$ cat src/rtl/sigmoid_backward_pkg.sv
// -----------------------------------------------------------------------------
// sigmoid_backward_pkg
//
// Shared Q8.24 fixed-point definitions for the sigmoid backward-pass unit.
//   DATA_W / FRAC_W : total signed width and fractional bit count.
//   ONE / ZERO      : the constants 1.0 and 0.0 in Q8.24.
//   state_t         : sequencing FSM states (IDLE -> MUL1 -> MUL2 -> DONE).
//   clamp01()       : saturate a Q8.24 value into the closed range [0, ONE].
// -----------------------------------------------------------------------------
package sigmoid_backward_pkg;

    localparam int DATA_W = 32;
    localparam int FRAC_W = 24;

    localparam logic signed [DATA_W-1:0] ONE  = 32'sh0100_0000;
    localparam logic signed [DATA_W-1:0] ZERO = 32'sh0000_0000;

    typedef enum logic [1:0] {
        IDLE = 2'd0,
        MUL1 = 2'd1,
        MUL2 = 2'd2,
        DONE = 2'd3
    } state_t;

    // A stored activation should already lie in [0, 1], but the value may have
    // been corrupted or produced by a differently-rounded forward unit.
    // Clamping keeps y*(1-y) non-negative and bounded by 0.25.
    function automatic logic signed [DATA_W-1:0] clamp01(
        input logic signed [DATA_W-1:0] v
    );
        logic signed [DATA_W-1:0] r;
        r = v;
        if (v < ZERO) begin
            r = ZERO;
        end else if (v > ONE) begin
            r = ONE;
        end
        return r;
    endfunction

endpackage

$ cat src/rtl/sigmoid_backward_fxp_mul.sv
// -----------------------------------------------------------------------------
// fxp_mul
//
// Combinational signed Q8.24 multiply. The full 2*DATA_W-bit product is
// shifted arithmetically right by FRAC_W (floor rounding), and the low
// DATA_W bits of that shifted value are returned.
//
// Ports:
//   a, b : signed Q8.24 operands
//   p    : signed Q8.24 result, floor((a*b) / 2^FRAC_W) truncated to DATA_W
// -----------------------------------------------------------------------------
module fxp_mul
    import sigmoid_backward_pkg::*;
(
    input  logic signed [DATA_W-1:0] a,
    input  logic signed [DATA_W-1:0] b,
    output logic signed [DATA_W-1:0] p
);

    localparam int PW = 2 * DATA_W;

    logic signed [PW-1:0] full;
    logic                 unused_bits;

    // Sign-extend both operands to the full product width before multiplying.
    assign full = PW'(a) * PW'(b);

    // Taking bits [FRAC_W +: DATA_W] of the product is exactly the low DATA_W
    // bits of (full >>> FRAC_W); the discarded bits are floored away.
    assign p = full[FRAC_W +: DATA_W];

    assign unused_bits = ^{full[FRAC_W-1:0], full[PW-1:FRAC_W+DATA_W]};

endmodule

$ cat src/rtl/sigmoid_backward.sv
// -----------------------------------------------------------------------------
// sigmoid_backward
//
// Backward pass of the Q8.24 sigmoid: grad_out = g * y * (1 - y), with y the
// stored forward activation (clamped to [0, 1]) and g the upstream gradient.
// One shared multiplier is used twice, sequenced by a four-state FSM.
//
// Handshakes (both sides): a transfer happens on a rising clock edge where
// valid && ready are both high. A source holds valid and its data stable until
// that edge; the sink may drive ready regardless of valid. Here in_ready is
// high only in IDLE, and out_valid/grad_out are held from DONE entry until the
// output transfer.
//
// Ports:
//   clk, rst   : clock, asynchronous active-high reset
//   in_valid   : input pair (y_in, grad_in) presented
//   in_ready   : unit is in IDLE and will accept an input pair
//   y_in       : forward sigmoid output, signed Q8.24
//   grad_in    : upstream gradient, signed Q8.24
//   out_valid  : grad_out holds a result
//   out_ready  : downstream accepts the result
//   grad_out   : local gradient, signed Q8.24
//   busy       : FSM is not in IDLE
//   state_dbg  : current FSM state encoding, for observation only
// -----------------------------------------------------------------------------
module sigmoid_backward
    import sigmoid_backward_pkg::*;
(
    input  logic              clk,
    input  logic              rst,
    input  logic              in_valid,
    output logic              in_ready,
    input  logic [DATA_W-1:0] y_in,
    input  logic [DATA_W-1:0] grad_in,
    output logic              out_valid,
    input  logic              out_ready,
    output logic [DATA_W-1:0] grad_out,
    output logic              busy,
    output logic [1:0]        state_dbg
);

    state_t                   state_q, state_d;
    logic signed [DATA_W-1:0] y_q, y_d;        // clamped activation
    logic signed [DATA_W-1:0] g_q, g_d;        // upstream gradient
    logic signed [DATA_W-1:0] p_q, p_d;        // y * (1 - y), in [0, 0.25]
    logic signed [DATA_W-1:0] grad_q, grad_d;  // result register
    logic                     out_valid_q, out_valid_d;

    logic signed [DATA_W-1:0] mul_a;
    logic signed [DATA_W-1:0] mul_b;
    logic signed [DATA_W-1:0] mul_p;

    // Operand mux for the single shared multiplier: MUL2 forms g * p, every
    // other state presents y * (1 - y), which only MUL1 actually stores.
    always_comb begin
        mul_a = y_q;
        mul_b = ONE - y_q;
        if (state_q == MUL2) begin
            mul_a = g_q;
            mul_b = p_q;
        end
    end

    fxp_mul u_mul (
        .a (mul_a),
        .b (mul_b),
        .p (mul_p)
    );

    always_comb begin
        state_d     = state_q;
        y_d         = y_q;
        g_d         = g_q;
        p_d         = p_q;
        grad_d      = grad_q;
        out_valid_d = out_valid_q;

        case (state_q)
            IDLE: begin
                if (in_valid) begin
                    y_d     = clamp01(y_in);
                    g_d     = grad_in;
                    state_d = MUL1;
                end
            end
            MUL1: begin
                p_d     = mul_p;
                state_d = MUL2;
            end
            MUL2: begin
                // |g * p| <= 128 * 0.25, so the DATA_W-bit result cannot wrap.
                grad_d      = mul_p;
                out_valid_d = 1'b1;
                state_d     = DONE;
            end
            DONE: begin
                // A new in_valid here is deliberately not looked at; the
                // source keeps it up and it is taken once back in IDLE.
                if (out_ready) begin
                    out_valid_d = 1'b0;
                    state_d     = IDLE;
                end
            end
            default: begin
                state_d = IDLE;
            end
        endcase
    end

    always_ff @(posedge clk or posedge rst) begin
        if (rst) begin
            state_q     <= IDLE;
            y_q         <= '0;
            g_q         <= '0;
            p_q         <= '0;
            grad_q      <= '0;
            out_valid_q <= 1'b0;
        end else begin
            state_q     <= state_d;
            y_q         <= y_d;
            g_q         <= g_d;
            p_q         <= p_d;
            grad_q      <= grad_d;
            out_valid_q <= out_valid_d;
        end
    end

    assign in_ready  = (state_q == IDLE);
    assign busy      = (state_q != IDLE);
    assign out_valid = out_valid_q;
    assign grad_out  = grad_q;
    assign state_dbg = state_q;

endmodule

$ cat config.mk
export PLATFORM = sky130hd
export DESIGN_NAME = sigmoid_backward
export DESIGN_NICKNAME = d
export VERILOG_FILES = /design/src/rtl/sigmoid_backward_pkg.sv /design/src/rtl/sigmoid_backward_fxp_mul.sv /design/src/rtl/sigmoid_backward.sv
export SDC_FILE = /design/constraint.sdc
export NUM_CORES = 2
export LEC_CHECK = 0
export ABC_AREA = 1
export BUFFER_PORTS_ARGS = -buffer_cell sky130_fd_sc_hd__buf_4
export CORE_MARGIN = 1.5
export CORE_UTILIZATION = 61
export CTS_BUF_LIST = sky130_fd_sc_hd__clkbuf_2
export DETAILED_ROUTE_END_ITERATION = 12
export PLACE_DENSITY = 0.82
export SYNTH_ARGS = -nofsm -noshare
export SYNTH_HDL_FRONTEND = slang
export SYNTH_SLANG_ARGS = --single-unit
$ cat constraint.sdc
create_clock -name clk -period 8.05 [get_ports clk]
set_input_delay 1.2075 -clock clk [delete_from_list [all_inputs] [get_ports clk]]
set_output_delay 1.2075 -clock clk [all_outputs]
set_load 0.005 [all_outputs]
==> run_summary.xml <==
<?xml version="1.0" encoding="UTF-8"?>
<metrics>
  <group name="layout">
    <metric name="finalCoreUtilization" unit="%">82.02</metric>
    <metric name="layout.cell_area.non_filler" unit="mm2">0.05297</metric>
    <metric name="nFillCells" unit="">3701</metric>
    <metric name="share_of_layout_cells_above_drive_strength_1" unit="%">30.31</metric>
    <metric name="area_growth" unit="%">32.74</metric>
    <metric name="layout.nets" unit="">6897</metric>
    <metric name="fin_cells" unit="">6545</metric>
  </group>
  <group name="drt">
    <metric name="dr.first_iter.drc_count" unit="">4935</metric>
    <metric name="route.vias.total" unit="">38680</metric>
    <metric name="vias_per_cell" unit="">5.910</metric>
    <metric name="drc" unit="">0</metric>
    <metric name="count_of_tritonroute_iterations_in_the_first_routing_pass" unit="">9</metric>
    <metric name="ant_nets" unit="">0</metric>
    <metric name="drt-total-wl" unit="um">160200</metric>
    <metric name="post_drt_wl_per_cell" unit="um">24.47</metric>
  </group>
  <group name="setup_path">
    <metric name="timing.setup.critical_path_class" unit="">reg2reg</metric>
    <metric name="setup.worst_path.start_class" unit="">flop</metric>
    <metric name="crit-reg2reg-launch" unit="">y_q[4]</metric>
    <metric name="worst_r2r_endpoint" unit="">p_q[25]</metric>
    <metric name="critical_path.n_buffers_inverters" unit="">10</metric>
    <metric name="cp_slowest_cell" unit="">sky130_fd_sc_hd__fa_2</metric>
    <metric name="timing.critical_path.mode_cell" unit="">sky130_fd_sc_hd__fa_1</metric>
    <metric name="cp_max_fo" unit="">9</metric>
    <metric name="timing.critical_path.max_delay_family" unit="">adder cells</metric>
    <metric name="critical_path.endpoint_type" unit="">flop</metric>
    <metric name="slowest_delay" unit="ps">740</metric>
    <metric name="r2r.worst_path.cells" unit="">36</metric>
    <metric name="setup.reg_to_reg.worst_slack" unit="ps">-660</metric>
    <metric name="critical_path_required" unit="ps">8740</metric>
    <metric name="worst_ep_arrival_time" unit="ps">9400</metric>
  </group>
  <group name="run">
    <metric name="drv.max_cap_violation_count" unit="">0</metric>
  </group>
  <group name="placement">
    <metric name="placed_area" unit="mm2">0.04694</metric>
    <metric name="post-dp-hpwl" unit="um">117500</metric>
    <metric name="gp_routability_congestion" unit="">1.049</metric>
    <metric name="numPortBuffers" unit="">104</metric>
    <metric name="placedCellCount" unit="">6324</metric>
  </group>
  <group name="floorplan">
    <metric name="design.die.area" unit="mm2">0.06696</metric>
    <metric name="placementRows" unit="">93</metric>
    <metric name="initial_core_util" unit="%">61.79</metric>
    <metric name="design.core.area" unit="mm2">0.06458</metric>
    <metric name="floorplan.io_pins" unit="">105</metric>
    <metric name="die_extent_in_x" unit="um">258.8</metric>
    <metric name="die_h" unit="um">258.8</metric>
  </group>
  <group name="sta">
    <metric name="relSlewSlack" unit="%">22.56</metric>
    <metric name="worst_clock_skew" unit="ps">40.16</metric>
    <metric name="timing_hold_violations_final" unit="">0</metric>
    <metric name="final_period_minus_worst_setup_slack" unit="ps">8706</metric>
    <metric name="final_min_period_over_clock_period" unit="%">108.2</metric>
    <metric name="worst-slew-pin-transition" unit="ps">1162</metric>
    <metric name="finalSetupViolCount" unit="">62</metric>
    <metric name="slew_viol_final" unit="">0</metric>
    <metric name="setup_total_negative_slack" unit="ps">-23420</metric>
    <metric name="post-route-worst-setup-slack" unit="ps">-656.2</metric>
    <metric name="max_clock_freq" unit="MHz">114.9</metric>
    <metric name="rsz0062_at_grt" unit="">yes</metric>
  </group>
  <group name="yosys">
    <metric name="synthesis.area" unit="mm2">0.03991</metric>
    <metric name="synth_most_common_cell" unit="">sky130_fd_sc_hd__inv_1</metric>
    <metric name="seq_area_frac_synth" unit="%">8.152</metric>
    <metric name="synth_common_cells" unit="">sky130_fd_sc_hd__inv_1, sky130_fd_sc_hd__nand2_1, sky130_fd_sc_hd__fa_1</metric>
    <metric name="ys_warnings" unit="">0</metric>
    <metric name="ys_async_sr_fraction" unit="%">100.0</metric>
    <metric name="synthesis.area_per_instance" unit="um2">8.129</metric>
    <metric name="synthesis.nets" unit="">6135</metric>
    <metric name="synthCells" unit="">4909</metric>
    <metric name="synthDominantCellAreaShare" unit="%">49.26</metric>
    <metric name="yosys_register_bits" unit="">130</metric>
    <metric name="synthTopCellsByArea" unit="">sky130_fd_sc_hd__fa_1, sky130_fd_sc_hd__inv_1, sky130_fd_sc_hd__nand2_1</metric>
    <metric name="ys.flop_type" unit="">sky130_fd_sc_hd__dfrtp_1</metric>
    <metric name="synth-edff-count" unit="">0</metric>
    <metric name="ys_types" unit="">51</metric>
    <metric name="yosys.area.top_type" unit="">sky130_fd_sc_hd__fa_1</metric>
  </group>
  <group name="global_route">
    <metric name="groute.usage.overall" unit="%">44.99</metric>
    <metric name="use_met3" unit="%">10.85</metric>
    <metric name="first_global_vias" unit="">39250</metric>
    <metric name="use_met1" unit="%">57.74</metric>
    <metric name="maximum_number_of_pins_on_one_net_before_global_route_repair" unit="">84</metric>
    <metric name="most_utilized_layer_in_the_global_route_result" unit="">met2</metric>
    <metric name="grt_pass1_wl" unit="um">224100</metric>
    <metric name="grt_antenna_before_repair" unit="">6</metric>
    <metric name="grt.met2_usage" unit="%">69.00</metric>
    <metric name="grt_overflow" unit="">0</metric>
  </group>
  <group name="clock_tree">
    <metric name="clock_tree_from_tritoncts" unit="">yes</metric>
    <metric name="numCtsBuffers" unit="">17</metric>
    <metric name="clk_pin_slew_worst_paths" unit="ps">230</metric>
    <metric name="root_buffer" unit="">sky130_fd_sc_hd__clkbuf_2</metric>
    <metric name="clk_latency" unit="ps">760</metric>
    <metric name="clock_sink_count" unit="">130</metric>
    <metric name="cts_htree_levels" unit="">4</metric>
    <metric name="maximum_count_of_clock_buffers_along_a_single_path" unit="">2</metric>
  </group>
  <group name="outcome">
    <metric name="violations" unit="">negative setup slack</metric>
    <metric name="status" unit="">complete, but fails checks</metric>
  </group>
  <group name="hold_path">
    <metric name="worstHoldPathType" unit="">in2async</metric>
  </group>
</metrics>
layout make-up:
cell class                 instances  area [um2]  area share [%]
antenna                            6       15.01         0.02834
clock buffer                      18       90.09          0.1701
clock inverter                    14       178.9          0.3378
inverter                        1269        4832           9.122
multi-input combinational       3310       34470           65.08
sequential                       130        3254           6.144
tap                              855        1070           2.020
timing repair buffer             943        9059           17.10
what timing repair did:
| action | 4_1_cts | 5_1_grt |
|---|---|---|
| endpoints found under the setup margin | 64 | 64 |
| gates cloned | 9 | 6 |
| pin swaps | 182 | 254 |
| hold buffers | 0 | 0 |
| gates resized for setup | 502 | 567 |
| setup buffers | 88 | 92 |
how the worst max path moves through the flow:
stage / start / to / slack, ps / cells after the start
floorplan: state_dbg[0] / grad_out[22] / 5 / 36
global placement: y_q[0] / p_q[25] / -670 / 38
detailed placement: y_q[0] / p_q[25] / -820 / 38
CTS: y_q[3] / p_q[25] / -210 / 37
global route: y_q[4] / p_q[14] / -690 / 40
finish: y_q[4] / p_q[25] / -660 / 36
placed cells by master (no fill, tap or decap), drive strengths merged, types with 2 or more instances in the layout:
| cell | netlist | layout |
|---|---|---|
| buf | 43 | 933 |
| inv | 1257 | 1259 |
| o221ai | 2 | 2 |
| nand4 | 16 | 16 |
| a31oi | 21 | 21 |
| clkinv | 12 | 16 |
| nor2 | 375 | 375 |
| dfrtp | 130 | 130 |
| clkinvlp | 0 | 5 |
| a21oi | 99 | 99 |
| o21bai | 5 | 5 |
| nor4 | 9 | 9 |
| xor2 | 9 | 9 |
| clkbuf | 157 | 24 |
| nand2 | 1229 | 1229 |
| xnor2 | 13 | 13 |
| o31ai | 4 | 4 |
| bufinv | 0 | 3 |
| o21a | 13 | 13 |
| o21ai | 128 | 128 |
| a21boi | 2 | 2 |
| ha | 176 | 176 |
| nor3 | 17 | 17 |
| o211ai | 5 | 5 |
| or2 | 32 | 32 |
| diode | 0 | 6 |
| fa | 982 | 982 |
| bufbuf | 0 | 4 |
| o221a | 2 | 2 |
| nand3b | 12 | 12 |
| nand3 | 147 | 147 |
| o22ai | 5 | 5 |
worst register-to-register path, delay by kind of cell (launching register included):
kind / cells / cell delay, ps
flops: 1 / 450
fa+ha+maj: 9 / 4690
compound gates: 1 / 100
simple gates: 16 / 2100
buf+inv: 10 / 1280
flip-flops by register name, indices dropped and copies added (netlist names):
| signal | count |
|---|---|
| state_dbg | 2 |
| y_q | 31 |
| grad_out | 32 |
| g_q | 32 |
| p_q | 32 |
| out_valid | 1 |
metal layers:
layer | wire, um | share of wire [%]
met3 | 22950 | 14
met4 | 15780 | 9.9
met2 | 69370 | 43
met1 | 52040 | 32
met5 | 18 | 0.011
cell families after synthesis:
logic type,share of synthesized area [%]
compound gates,4.157
buf+inv,13.93
flops,8.152
fa+ha+maj,54.78
simple gates,18.50
xor+xnor,0.4828
metrics by stage:
| step | hold WS, ps | setup WS, ps |
|---|---|---|
| 5_1_grt | 418.2 | -686.0 |
| 6_report | 452.8 | -656.2 |
| 4_1_cts | 469.4 | -208.0 |
| 2_1_floorplan | 441.5 | 5.054 |
| 3_5_place_dp | 458.6 | -817.4 |
| 3_3_place_gp | 457.6 | -670.6 |
Power is left out: the tool's default activity adds up to more than one toggle a clock period on the data nets, which glitch-free logic cannot reach.
